### src/rtl/uart_sched_pkg.sv
// Shared types and default parameters for the UART TX scheduler.
package uart_sched_pkg;

    typedef enum logic [1:0] {
        IDLE      = 2'd0,
        LOAD      = 2'd1,
        WAIT_BUSY = 2'd2,
        WAIT_DONE = 2'd3
    } sched_state_e;

    localparam int unsigned DEFAULT_DEPTH   = 8;
    localparam int unsigned DEFAULT_TIMEOUT = 1023;

endpackage

### src/rtl/sync_fifo.sv
// Single-clock FIFO with registered full/empty/level and a combinational head read.
module sync_fifo #(
    parameter int unsigned WIDTH = 8,
    parameter int unsigned DEPTH = 8
) (
    input  logic                     clk,
    input  logic                     rst,
    input  logic                     push,
    input  logic                     pop,
    input  logic [WIDTH-1:0]         wdata,
    output logic [WIDTH-1:0]         rdata_c,
    output logic                     full,
    output logic                     empty,
    output logic [$clog2(DEPTH):0]   level
);

    localparam int unsigned AW = $clog2(DEPTH);
    localparam int unsigned LW = AW + 1;

    logic [WIDTH-1:0] mem [DEPTH];
    logic [AW-1:0]    wr_ptr;
    logic [AW-1:0]    rd_ptr;
    logic             push_ok;
    logic             pop_ok;
    logic [LW-1:0]    level_d;

    // Full/empty gating uses the registered flags, so a same-cycle pop never rescues a push.
    always_comb begin
        push_ok = push && !full;
        pop_ok  = pop && !empty;
        level_d = level + LW'(push_ok) - LW'(pop_ok);
    end

    always_ff @(posedge clk or posedge rst) begin
        if (rst) begin
            wr_ptr <= '0;
            rd_ptr <= '0;
            level  <= '0;
            full   <= 1'b0;
            empty  <= 1'b1;
        end else begin
            if (push_ok) wr_ptr <= wr_ptr + AW'(1);
            if (pop_ok)  rd_ptr <= rd_ptr + AW'(1);
            level <= level_d;
            full  <= (level_d == LW'(DEPTH));
            empty <= (level_d == '0);
        end
    end

    always_ff @(posedge clk) begin
        if (push_ok) mem[wr_ptr] <= wdata;
    end

    assign rdata_c = mem[rd_ptr];

endmodule

### src/rtl/uart_tx_scheduler.sv
// Buffers core UART stores and hands bytes to the UART TX via a start/busy handshake.
// Optional handshake watchdog enabled by defining UART_SCHED_TIMEOUT_EN.
module uart_tx_scheduler
    import uart_sched_pkg::*;
#(
    parameter int unsigned DEPTH   = DEFAULT_DEPTH,
    parameter int unsigned TIMEOUT = DEFAULT_TIMEOUT
) (
    input  logic                   cpu_clk,
    input  logic                   reset,
    input  logic                   wr_req,
    input  logic [7:0]             wr_data,
    input  logic                   clr_flags,
    input  logic                   tx_busy,
    output logic                   tx_start,
    output logic [7:0]             tx_data,
    output logic                   full,
    output logic                   empty,
    output logic [$clog2(DEPTH):0] level,
    output logic                   ovf,
    output logic                   tx_err
);

    if (DEPTH < 2 || DEPTH > 64 || (DEPTH & (DEPTH - 1)) != 0 || TIMEOUT == 0) begin : g_param_check
        $error("uart_tx_scheduler: DEPTH must be a power of two in 2..64 and TIMEOUT nonzero");
    end

    sched_state_e state_q;
    sched_state_e state_d;
    logic         tx_start_d;
    logic [7:0]   tx_data_d;
    logic         ovf_d;
    logic         pop;
    logic [7:0]   head_c;
    logic         timeout_c;

    sync_fifo #(
        .WIDTH (8),
        .DEPTH (DEPTH)
    ) u_fifo (
        .clk     (cpu_clk),
        .rst     (reset),
        .push    (wr_req),
        .pop     (pop),
        .wdata   (wr_data),
        .rdata_c (head_c),
        .full    (full),
        .empty   (empty),
        .level   (level)
    );

    // Next-state and registered-output logic; tx_data is captured on the way into LOAD
    // so it is already valid while tx_start is high.
    always_comb begin
        state_d    = state_q;
        tx_start_d = 1'b0;
        tx_data_d  = tx_data;
        pop        = 1'b0;
        ovf_d      = ovf;

        case (state_q)
            IDLE: begin
                if (!empty) begin
                    state_d    = LOAD;
                    tx_start_d = 1'b1;
                    tx_data_d  = head_c;
                end
            end
            LOAD: begin
                pop     = 1'b1;
                state_d = WAIT_BUSY;
            end
            WAIT_BUSY: begin
                if (tx_busy) state_d = WAIT_DONE;
            end
            WAIT_DONE: begin
                if (!tx_busy) state_d = IDLE;
            end
            default: state_d = IDLE;
        endcase

        if (timeout_c) state_d = IDLE;

        if (clr_flags)       ovf_d = 1'b0;
        if (wr_req && full)  ovf_d = 1'b1;
    end

    always_ff @(posedge cpu_clk or posedge reset) begin
        if (reset) begin
            state_q  <= IDLE;
            tx_start <= 1'b0;
            tx_data  <= 8'h00;
            ovf      <= 1'b0;
        end else begin
            state_q  <= state_d;
            tx_start <= tx_start_d;
            tx_data  <= tx_data_d;
            ovf      <= ovf_d;
        end
    end

`ifdef UART_SCHED_TIMEOUT_EN
    localparam int unsigned CW = $clog2(TIMEOUT + 1);

    logic [CW-1:0] tmo_cnt_q;
    logic          in_wait_c;
    logic          tx_err_q;
    logic          tx_err_d;

    always_comb begin
        in_wait_c = (state_q == WAIT_BUSY) || (state_q == WAIT_DONE);
        timeout_c = in_wait_c && (tmo_cnt_q == CW'(TIMEOUT - 1));
        tx_err_d  = tx_err_q;
        if (clr_flags) tx_err_d = 1'b0;
        if (timeout_c) tx_err_d = 1'b1;
    end

    // Counter restarts on every state change, so each wait state gets a full budget.
    always_ff @(posedge cpu_clk or posedge reset) begin
        if (reset) begin
            tmo_cnt_q <= '0;
            tx_err_q  <= 1'b0;
        end else begin
            if (state_d != state_q) tmo_cnt_q <= '0;
            else if (in_wait_c)     tmo_cnt_q <= tmo_cnt_q + CW'(1);
            tx_err_q <= tx_err_d;
        end
    end

    assign tx_err = tx_err_q;
`else
    assign timeout_c = 1'b0;
    assign tx_err    = 1'b0;
`endif

endmodule

### config.mk
export PLATFORM = sky130hd
export DESIGN_NAME = uart_tx_scheduler
export DESIGN_NICKNAME = d
export VERILOG_FILES = /design/src/rtl/uart_sched_pkg.sv /design/src/rtl/sync_fifo.sv /design/src/rtl/uart_tx_scheduler.sv
export SDC_FILE = /design/constraint.sdc
export NUM_CORES = 1
export LEC_CHECK = 0
export CORE_MARGIN = 8
export CORE_UTILIZATION = 55
export CTS_CLUSTER_DIAMETER = 60
export CTS_CLUSTER_SIZE = 28
export DETAILED_ROUTE_END_ITERATION = 10
export PLACE_DENSITY = 0.76
export SLEW_MARGIN = 20
export SYNTH_ARGS = -nofsm -noshare
export SYNTH_HDL_FRONTEND = slang
export SYNTH_SLANG_ARGS = --single-unit
### constraint.sdc
create_clock -name cpu_clk -period 2.8 [get_ports cpu_clk]
set_input_delay 0.56 -clock cpu_clk [delete_from_list [all_inputs] [get_ports cpu_clk]]
set_output_delay 0.56 -clock cpu_clk [all_outputs]
set_load 0.02 [all_outputs]
==> run_results.csv <==
group,metric,value,unit
placed_design,place_area,4010,um^2
yosys,synth_edf_count,64,
yosys,yosysMostFrequentCell,"edfxtp_1",
timing,drv_slew,0,
routing,first_iter_violations,127,
yosys,syn_area,3620,um^2
yosys,syn_nets,261,
layout,areaGrowthSynthToFinish,16.3,%
worst_setup_path,critPathRequiredTime,3.08,ns
routing,wl_per_cell,17.8,um
placed_design,placed_cells,345,
layout,drive_above_1_share,12.0,%
power,peakVddDrop,0.844,mV
yosys,synth_area_leader_cell,"edfxtp_1",
worst_setup_path,critical_path_buf_inv_count,2,
outcome,outcome,"finished, final reports clean",
yosys,yosys_most_used_dff,"edfxtp_1",
clock_network,cts_tree,"built",
yosys,yosysWarnings,0,
die,die_h,97.2,um
clock_network,cts_resized,0,
clock_network,postCtsSetupBuffers,0,
yosys,synthDistinctLibCells,31,
yosys,synthCells,236,
run,drv_cap,0,
timing,rsz0062_at_grt,"false",
worst_setup_path,cp-end-kind,"flip-flop",
worst_setup_path,r2r_cells,10,
routing,wl,6430,um
layout,fillers,462,
worst_setup_path,startpoint_type,"flip-flop",
worst_setup_path,crit_cells,10,
worst_setup_path,critPathKind,"flip-flop to flip-flop",
global_routing,grt_pass1_wl,10300,um
yosys,async_flop_share,27.3,%
clock_network,cts_buffers,9,
worst_setup_path,crit_top_cell,"ha_1",
worst_setup_path,cpLargestDelayFamily,"adder cells",
placed_design,place_congestion,0.773,
clock_network,clockRootBuffer,"clkbuf_8",
global_routing,grt_pass1_vias,2015,
global_routing,met1_usage,17.9,%
power,power,4450,uW
die,core_area,6350,um^2
timing,post-route-period-util,85.6,%
global_routing,busiest_layer,"met2",
die,die_w,97.2,um
timing,finalHoldViolations,0,
timing,setup_tns,0,ns
routing,antenna_left,0,
clock_network,clk_pin_slew,0.09,ns
min_path,holdPathStages,2,
global_routing,grt_max_degree,35,
global_routing,use_met3,2.77,%
yosys,synth_common_cells,"edfxtp_1, mux2i_1, dfrtp_1",
routing,via_per_inst,5.44,
timing,slew_headroom,49.0,%
layout,fin_util,66.4,%
global_routing,overflow,0,
placed_design,dp_hpwl,4410,um
timing,max_freq,417,MHz
global_routing,antenna_found_initial,0,
die,dieArea,9440,um^2
layout,seqCellArea,2520,um^2
die,start_util,57.1,%
yosys,ys_seq_elements,88,
timing,worst_slew_pin_slew,0.764,ns
die,num_rows,29,
clock_network,clock_path_buffers,2,
power,powerDensity,1060,nW/um^2
worst_setup_path,worstPathMaxFanout,4,
placed_design,port_buffers,28,
layout,multiInputGateArea,968,um^2
routing,firstDrtPassIters,4,
layout,diodes,0,
yosys,synth_top_area_share,53.0,%
worst_setup_path,critical_path.cell_chain,"inv_1 > ha_1 > nor2b_1 > ha_1 > inv_1 > ha_1 > fa_1 > xor2_1 > or3_1 > nor2b_1",
clock_network,clock_latency,0.34,ns
yosys,synth.area.top_cells,"edfxtp_1, dfrtp_1, mux2i_1, ha_1, a22oi_1",
routing,vias,1964,
die,ios,30,
routing,drc_errors,0,
yosys,avgSynthCellArea,15.4,um^2
clock_network,clock_sinks,88,
worst_setup_path,critical_path.slowest_cell,"dfrtp_1",
timing,skew,0.00611,ns
min_path,holdCritPathClass,"flip-flop to flip-flop",
timing,setup_viol,0,
global_routing,grt.met2_usage,22.4,%
layout,final_cell_count_no_fill,361,
worst_setup_path,cpPeakStageDelay,0.39,ns
clock_network,htree_levels,3,
clock_network,hold_buffers,0,
timing,min_period,2.40,ns
power,leakagePower,0.00167,uW
layout,layout.nets,304,
global_routing,grtUsageTotal,14.2,%
yosys,ys_seq_area_share,69.6,%
layout,design_area,4210,um^2
worst_setup_path,worst_ep_arrival_time,2.68,ns
[registers in the layout, summed over array words and instances (netlist names)]
register	flops
u_fifo.full	1
ovf	1
state_q	2
tx_data	8
u_fifo.mem	64
u_fifo.empty	1
u_fifo.rd_ptr	3
tx_start	1
u_fifo.level	4
u_fifo.wr_ptr	3
[final timing paths]
path                            start      endpoint  slack [ns]
setup reg to reg           state_q[1]   u_fifo.full        0.40
max in group asynchronous       reset  u_fifo.empty        1.92
hold / removal             tx_data[0]    tx_data[0]        0.48
min in group asynchronous       reset    state_q[1]        0.58
hold reg to reg            tx_data[0]    tx_data[0]        0.48
setup / recovery           state_q[1]   u_fifo.full        0.40
[placed cells by master (no fill, tap or decap), types with 2 or more instances in the layout]
master           netlist  routed
buf_4                  1      14
nor2b_1                6       6
inv_6                  0       2
ha_1                  11      11
xor2_1                 3       3
mux2_2                 2       2
nand2_1               21      21
dfrtp_1               23      23
a21oi_1                2       2
clkinvlp_4             0       2
edfxtp_1              64      64
nand2b_1               4       4
clkbuf_8               0       9
nor3_1                 3       3
inv_1                  9       9
a22oi_1               16      16
nand3_1                8       8
nor2_1                 8       8
clkdlybuf4s50_1        0      28
xnor2_1                4       4
mux2i_1               32      32
[logic make-up (layout without fill, tap and decap cells)]
family,Yosys count,after routing,synth area share [%]
flops,88,88,69.6
simple gates,52,52,6.59
mux,35,35,9.77
compound gates,21,21,4.21
buf+inv,20,68,3.66
fa+ha+maj,12,12,4.35
xor+xnor,7,7,1.69
other cells,1,1,0.103
[layout make-up]
cell class              instances  share of cell area [%]
multi-input cells             128                    23.0
flip-flops and latches         88                    59.9
clock buffers                   9                    2.94
inverters                      10                   0.891
well taps                      77                    2.29
repair buffers                 42                    9.14
clock inverters                 7                    1.87
[worst register-to-register path, stage by stage (launching register included)]
cell,delay (ns)
dfrtp_1,0.39
inv_1,0.09
ha_1,0.19
nor2b_1,0.15
ha_1,0.27
inv_1,0.04
ha_1,0.22
fa_1,0.38
xor2_1,0.16
or3_1,0.33
nor2b_1,0.11
[metal layers]
metal	part of all wire [%]	wire [um]
met3	4.7	302
met4	1.8	118
met2	48	3110
met1	45	2910
met5	0	0
[stage by stage]
stage	worst slack, ns	hold WS [ns]
after floorplan	0.498	0.480
after global placement	0.416	0.458
after detailed placement	0.324	0.463
after CTS	0.402	0.485
after global routing	0.242	0.502
final	0.405	0.479
[report_power, final]
part / internal (uW) / switching [uW] / total (uW)
Combinational: 747 / 956 / 1700
Sequential: 1720 / 154 / 1870
Clock: 423 / 453 / 876
Note: power is estimated with default switching activity, not from simulation.
